===== src/rtl/div_ratio_detector_pkg.sv =====
// Shared types and defaults for the divided-clock ratio detector.
package div_ratio_pkg;

   localparam int DEF_CNT_W  = 8;
   localparam int DEF_LOCK_N = 3;
   localparam int MATCH_W    = 4;

   typedef enum logic [1:0] {
      IDLE    = 2'd0,
      MEASURE = 2'd1,
      LOCKED  = 2'd2
   } state_t;

endpackage


===== src/rtl/div_ratio_detector_if.sv =====
// Divided clock in, measured ratio and status flags out; no flow control.
interface div_ratio_detector_if #(
   parameter int CNT_W = div_ratio_pkg::DEF_CNT_W
);

   logic             div_in;
   logic [CNT_W-1:0] ratio;
   logic             period_stb;
   logic             ratio_valid;
   logic             duty_ok;
   logic             even;
   logic             err;

   modport master (
      output div_in,
      input  ratio, period_stb, ratio_valid, duty_ok, even, err
   );

   modport slave (
      input  div_in,
      output ratio, period_stb, ratio_valid, duty_ok, even, err
   );

endinterface


===== src/rtl/div_ratio_detector_edge_detect.sv =====
// Rising-edge detector for a clk-synchronous divided clock.
// o_rise is combinational from i_div_in and the registered previous sample.
module div_edge_detect (
   input  logic clk,
   input  logic reset,
   input  logic i_div_in,
   output logic o_rise
);

   logic r_prev;

   always_ff @(posedge clk) begin
      if (reset) r_prev <= 1'b0;
      else       r_prev <= i_div_in;
   end

   assign o_rise = i_div_in & ~r_prev;

endmodule


===== src/rtl/div_ratio_detector.sv =====
// Measures period/high time of div_in in clk cycles and locks after LOCK_N equal periods.
// Latency 1 clk from the rise cycle to all outputs; no backpressure.
module div_ratio_detector
   import div_ratio_pkg::*;
#(
   parameter int CNT_W  = DEF_CNT_W,
   parameter int LOCK_N = DEF_LOCK_N
) (
   input  logic                clk,
   input  logic                reset,
   div_ratio_detector_if.slave det_if
);

   localparam logic [CNT_W-1:0]   CNT_MAX   = '1;
   localparam logic [CNT_W-1:0]   CNT_ONE   = CNT_W'(1);
   localparam logic [MATCH_W-1:0] MATCH_MAX = '1;
   localparam logic [MATCH_W-1:0] MATCH_ONE = MATCH_W'(1);
   localparam logic [MATCH_W-1:0] LOCK_M    = MATCH_W'(LOCK_N);

   logic               w_rise;
   logic               w_ovf;
   logic               w_same;
   logic               w_duty_hit;
   logic [MATCH_W-1:0] w_match_new;

   logic [CNT_W-1:0]   r_per_cnt;
   logic [CNT_W-1:0]   r_high_cnt;

   state_t             r_state;
   state_t             w_nxt_state;
   logic [CNT_W-1:0]   r_ratio,  w_nxt_ratio;
   logic [MATCH_W-1:0] r_match,  w_nxt_match;
   logic               r_stb,    w_nxt_stb;
   logic               r_valid,  w_nxt_valid;
   logic               r_duty,   w_nxt_duty;
   logic               r_even,   w_nxt_even;
   logic               r_err,    w_nxt_err;

   div_edge_detect u_edge (
      .clk      (clk),
      .reset    (reset),
      .i_div_in (det_if.div_in),
      .o_rise   (w_rise)
   );

   // Counters saturate so a stuck input reads as all-ones rather than wrapping.
   always_ff @(posedge clk) begin
      if (reset) begin
         r_per_cnt  <= '0;
         r_high_cnt <= '0;
      end else if (w_rise) begin
         r_per_cnt  <= CNT_ONE;
         r_high_cnt <= CNT_ONE;
      end else begin
         if (r_per_cnt != CNT_MAX)
            r_per_cnt <= r_per_cnt + CNT_ONE;
         if (det_if.div_in && (r_high_cnt != CNT_MAX))
            r_high_cnt <= r_high_cnt + CNT_ONE;
      end
   end

   assign w_ovf       = (r_per_cnt == CNT_MAX) && !w_rise;
   assign w_same      = (r_per_cnt == r_ratio);
   assign w_duty_hit  = ({r_high_cnt, 1'b0} == {1'b0, r_per_cnt});
   assign w_match_new = !w_same             ? MATCH_ONE :
                        (r_match == MATCH_MAX) ? r_match : r_match + MATCH_ONE;

   always_comb begin
      w_nxt_state = r_state;
      w_nxt_ratio = r_ratio;
      w_nxt_match = r_match;
      w_nxt_valid = r_valid;
      w_nxt_duty  = r_duty;
      w_nxt_even  = r_even;
      w_nxt_stb   = 1'b0;
      w_nxt_err   = 1'b0;

      case (r_state)
         IDLE: begin
            // The first rise only opens a period; there is nothing to measure yet.
            if (w_rise) begin
               w_nxt_state = MEASURE;
               w_nxt_match = '0;
            end
         end

         MEASURE: begin
            if (w_rise) begin
               w_nxt_stb   = 1'b1;
               w_nxt_ratio = r_per_cnt;
               w_nxt_even  = ~r_per_cnt[0];
               w_nxt_duty  = w_duty_hit;
               w_nxt_match = w_match_new;
               if (w_match_new >= LOCK_M) begin
                  w_nxt_state = LOCKED;
                  w_nxt_valid = 1'b1;
               end
            end else if (w_ovf) begin
               w_nxt_err   = 1'b1;
               w_nxt_valid = 1'b0;
               w_nxt_match = '0;
               w_nxt_state = IDLE;
            end
         end

         LOCKED: begin
            if (w_rise) begin
               w_nxt_stb   = 1'b1;
               w_nxt_ratio = r_per_cnt;
               w_nxt_even  = ~r_per_cnt[0];
               w_nxt_duty  = w_duty_hit;
               if (!w_same) begin
                  w_nxt_err   = 1'b1;
                  w_nxt_match = MATCH_ONE;
                  w_nxt_valid = 1'b0;
                  w_nxt_state = MEASURE;
               end
            end else if (w_ovf) begin
               w_nxt_err   = 1'b1;
               w_nxt_valid = 1'b0;
               w_nxt_match = '0;
               w_nxt_state = IDLE;
            end
         end

         default: begin
            w_nxt_state = IDLE;
            w_nxt_valid = 1'b0;
         end
      endcase
   end

   always_ff @(posedge clk) begin
      if (reset) begin
         r_state <= IDLE;
         r_ratio <= '0;
         r_match <= '0;
         r_stb   <= 1'b0;
         r_valid <= 1'b0;
         r_duty  <= 1'b0;
         r_even  <= 1'b0;
         r_err   <= 1'b0;
      end else begin
         r_state <= w_nxt_state;
         r_ratio <= w_nxt_ratio;
         r_match <= w_nxt_match;
         r_stb   <= w_nxt_stb;
         r_valid <= w_nxt_valid;
         r_duty  <= w_nxt_duty;
         r_even  <= w_nxt_even;
         r_err   <= w_nxt_err;
      end
   end

   assign det_if.ratio       = r_ratio;
   assign det_if.period_stb  = r_stb;
   assign det_if.ratio_valid = r_valid;
   assign det_if.duty_ok     = r_duty;
   assign det_if.even        = r_even;
   assign det_if.err         = r_err;

endmodule


===== src/flat_wrapper.sv =====
// flat-port wrapper written by rule: the top's interface ports become plain ports
module div_ratio_detector_flat import div_ratio_pkg::*;
#(
   parameter int CNT_W  = DEF_CNT_W,
   parameter int LOCK_N = DEF_LOCK_N
)
  (clk, reset, det_if_div_in, det_if_ratio, det_if_period_stb, det_if_ratio_valid, det_if_duty_ok, det_if_even, det_if_err);
  div_ratio_detector_if #(.CNT_W(CNT_W)) det_if_i ();
  input  logic clk;
  input  logic reset;
  input wire logic [$bits(det_if_i.div_in)-1:0] det_if_div_in;
  output wire logic [$bits(det_if_i.ratio)-1:0] det_if_ratio;
  output wire logic [$bits(det_if_i.period_stb)-1:0] det_if_period_stb;
  output wire logic [$bits(det_if_i.ratio_valid)-1:0] det_if_ratio_valid;
  output wire logic [$bits(det_if_i.duty_ok)-1:0] det_if_duty_ok;
  output wire logic [$bits(det_if_i.even)-1:0] det_if_even;
  output wire logic [$bits(det_if_i.err)-1:0] det_if_err;
  assign det_if_i.div_in = det_if_div_in;
  assign det_if_ratio = det_if_i.ratio;
  assign det_if_period_stb = det_if_i.period_stb;
  assign det_if_ratio_valid = det_if_i.ratio_valid;
  assign det_if_duty_ok = det_if_i.duty_ok;
  assign det_if_even = det_if_i.even;
  assign det_if_err = det_if_i.err;
  div_ratio_detector #(.CNT_W(CNT_W), .LOCK_N(LOCK_N)) u_core (.clk(clk), .reset(reset), .det_if(det_if_i));
endmodule

===== config.mk =====
export PLATFORM = sky130hd
export DESIGN_NAME = div_ratio_detector_flat
export DESIGN_NICKNAME = d
export VERILOG_FILES = /design/src/rtl/div_ratio_detector_pkg.sv /design/src/rtl/div_ratio_detector_if.sv /design/src/rtl/div_ratio_detector_edge_detect.sv /design/src/rtl/div_ratio_detector.sv /design/src/flat_wrapper.sv
export SDC_FILE = /design/constraint.sdc
export NUM_CORES = 1
export LEC_CHECK = 0
export CAP_MARGIN = 0
export CORE_UTILIZATION = 35
export DETAILED_ROUTE_END_ITERATION = 6
export PLACE_DENSITY = 0.53
export SYNTH_ARGS = -nofsm -noshare
export SYNTH_HDL_FRONTEND = slang
export SYNTH_SLANG_ARGS = --single-unit

===== constraint.sdc =====
create_clock -name clk -period 2.3 [get_ports clk]
set_clock_uncertainty 0.1 [all_clocks]
set_input_delay 0.345 -clock clk [delete_from_list [all_inputs] [get_ports clk]]
set_output_delay 0.345 -clock clk [all_outputs]
set_load 0.05 [all_outputs]

==> flow_summary.ini <==
[flow_run]
maxCapViolCount = 0

[status]
status = finished, final reports clean

[route]
drt-initial-drc-count = 84
drtPass1Iterations = 6
drc_errors = 0
viasPerCell = 5.05
ant_nets = 0
vias = 1764
wl_um = 4810
wl_per_cell_um = 13.8

[sta]
finalHoldViolations = 0
setup_violations = 0
tightest_slew_ns = 0.797
rsz0062_at_grt = no
maxSlewViolCount = 0
final.setup.tns_ns = 0
min_period_over_period_pct = 88.4
max_freq_mhz = 492
maxSlewHeadroom_pct = 46.2
period_needed_ns = 2.03

[global_routing]
grt_max_degree = 22
antenna_found_initial = 0
grt_pass1_wl_um = 8280
globalRouteTotalUtil_pct = 16.4
grt_pass1_vias = 1759
grt_overflow = 0

[clocking]
cts.path.max_buffers = 2
h-tree-depth = 2
cts_root_buffer = clkbuf_8
clkSlewWorstSetupHoldPaths_ns = 0.08
numCtsBuffers = 5
cts_sinks = 36
clock_latency_ns = 0.29
tritoncts = done
post-cts-setup-buffers = 0
cts_hold_buf = 0
ctsResizeCount = 0

[place]
io_buffers = 15
hpwl_um = 3580
gp_congestion = 0.804
placed_area_um2 = 2430

[worst_setup_path]
worstRegToRegCells = 6
critical_path_class = reg2out
cp_num_buf_inv = 1
crit_family = buffers and inverters
end_kind = primary output
crit_path_max_fanout = 3
rrSetupSlack_ns = 0.30
slowest_stage = clkdlybuf4s50_1
critPathArrivalTime_ns = 1.59
start_kind = register
cp.depth = 1
rr_endpoint = u_core.r_match[1]$_SDFFE_PP0P_
required_ns = 1.86
path_cells = clkdlybuf4s50_1
slowest_delay_ns = 0.85
r2r_start = u_core.r_per_cnt[1]$_SDFFE_PP0P_

[synth]
syn_inst = 249
syn_area_um2 = 2150
synth_top_flop_cell = dfxtp_1
syn_area_per_cell_um2 = 8.63
ys_seq_elements = 36
seq_area_frac_synth_pct = 33.5
synth-warning-count = 0
synth_fp_nets = 259
synth.distinct_cells = 54
synth_edf_count = 0
async_flop_share_pct = 0

[min_path]
hp-class = reg2reg
holdPathStages = 2
hp-start = u_core.det_if.ratio[0]$_SDFFE_PP0P_
hold_path_end = u_core.det_if.ratio[0]$_SDFFE_PP0P_

[floorplanning]
io_pins = 16
die_h_um = 80.3
fp.dieArea_um2 = 6460
row_count = 28
die_w_um = 80.3
initial_utilization_pct = 36.3
coreArea_um2 = 5920

[cells_and_area]
final_cell_mix = dfxtp_1 (36), a21oi_1 (25), nand2_1 (22)
area_growth_syn_to_layout_pct = 17.4
final_nets = 283
drive_gt1_share_pct = 16.4
final_common_cell = dfxtp_1
stdcell_area_um2 = 2520
n_antenna_cell = 0
nFillCells = 598

[pwr]
irDropWorstVdd_uv = 366
total_leakage_power_nw = 0.826
cellPowerDensity_nw_per_um2 = 663
## metrics by stage
step	setup slack (ns)	std cells	total power [mW]	util [%]	hold slack, ns
3_3_place_gp	0.109	341	1.23	41.1	0.395
4_1_cts	0.254	349	1.69	42.6	0.406
3_5_place_dp	0.0825	341	1.23	41.1	0.395
6_report	0.268	349	1.67	42.6	0.403
2_1_floorplan	0.267	249	1.08	-	0.373
5_1_grt	0.180	349	1.76	42.6	0.443
## Yosys cell counts, drive strengths merged, types with 3 or more instances
master	number	share of area [%]
nand2b	6	1.7
xor2	5	2.0
buf	8	2.8
nand3	15	3.5
a2111oi	3	2.1
nor2	21	3.7
a21oi	27	6.6
ha	7	4.1
o21ai	9	2.3
nand4	8	3.7
or3	4	1.4
nand2	22	3.8
clkbuf	7	1.2
xnor2	21	11
dfxtp	36	34
nor3	5	1.2
inv	9	1.6
and3	5	1.5
## cell type report
cell class,instances,area (µm²),share of cell area (%)
multi-input combinational,189,1310,51.9
timing repair buffer,32,278,11.0
clock inverter,3,18.8,0.744
sequential,36,721,28.6
inverter,9,33.8,1.34
clock buffer,5,68.8,2.73
tap,75,93.8,3.72
## sequential cells by signal, indices dropped and copies added (netlist names), 2 cells and up
signal,count
u_core.r_high_cnt,8
u_core.r_state,2
u_core.r_match,4
u_core.r_per_cnt,8
u_core.det_if.ratio,8
## how the worst max path moves through the flow
| stage | from | endpoint | slack, ns |
|---|---|---|---|
| 2_1_floorplan | u_core.det_if.ratio[2]$_SDFFE_PP0P_ | u_core.r_match[0]$_SDFFE_PP0P_ | 0.27 |
| 3_3_place_gp | det_if_div_in | u_core.r_match[2]$_SDFFE_PP0P_ | 0.11 |
| 3_5_place_dp | det_if_div_in | u_core.r_match[2]$_SDFFE_PP0P_ | 0.08 |
| 4_1_cts | u_core.det_if.ratio[2]$_SDFFE_PP0P_ | det_if_ratio[2] | 0.25 |
| 5_1_grt | u_core.r_high_cnt[1]$_SDFFE_PP0P_ | u_core.r_high_cnt[7]$_SDFFE_PP0P_ | 0.18 |
| 6_report | u_core.det_if.ratio[2]$_SDFFE_PP0P_ | det_if_ratio[2] | 0.27 |
## power breakdown
part | switching, mW | internal [mW] | leakage, nW
clock network | 0.244 | 0.211 | 0.0479
logic | 0.320 | 0.207 | 0.486
registers | 0.0348 | 0.654 | 0.292
## worst register-to-register path: stages (launching register included)
cell and delay, ns:
dfxtp_1 0.48, ha_1 0.30, nand4_1 0.21, or2_2 0.43
nand3_1 0.13, a31o_4 0.18, o21ai_2 0.05
## cells by family after synthesis
logic type,after synthesis,share of synthesized area (%)
xor gates and xnor gates,26,12.9
AOI/OAI and AO/OA,57,18.2
and+or+nand+nor,97,24.8
muxes,2,0.932
DFF,36,33.5
adders and majority gates,7,4.08
buffers and inverters,24,5.59
## per-layer routing
layer / vias to the layer above / GRT usage, % / wire length [µm]
met2: 23 / 26.3 / 2160
met3: 4 / 2.84 / 103
met1: 814 / 22.4 / 2510
li1: 923 / - / -
met4: 0 / 4.64 / 40
met5: - / 0 / 0
Note: power is estimated with default switching activity, not from simulation.
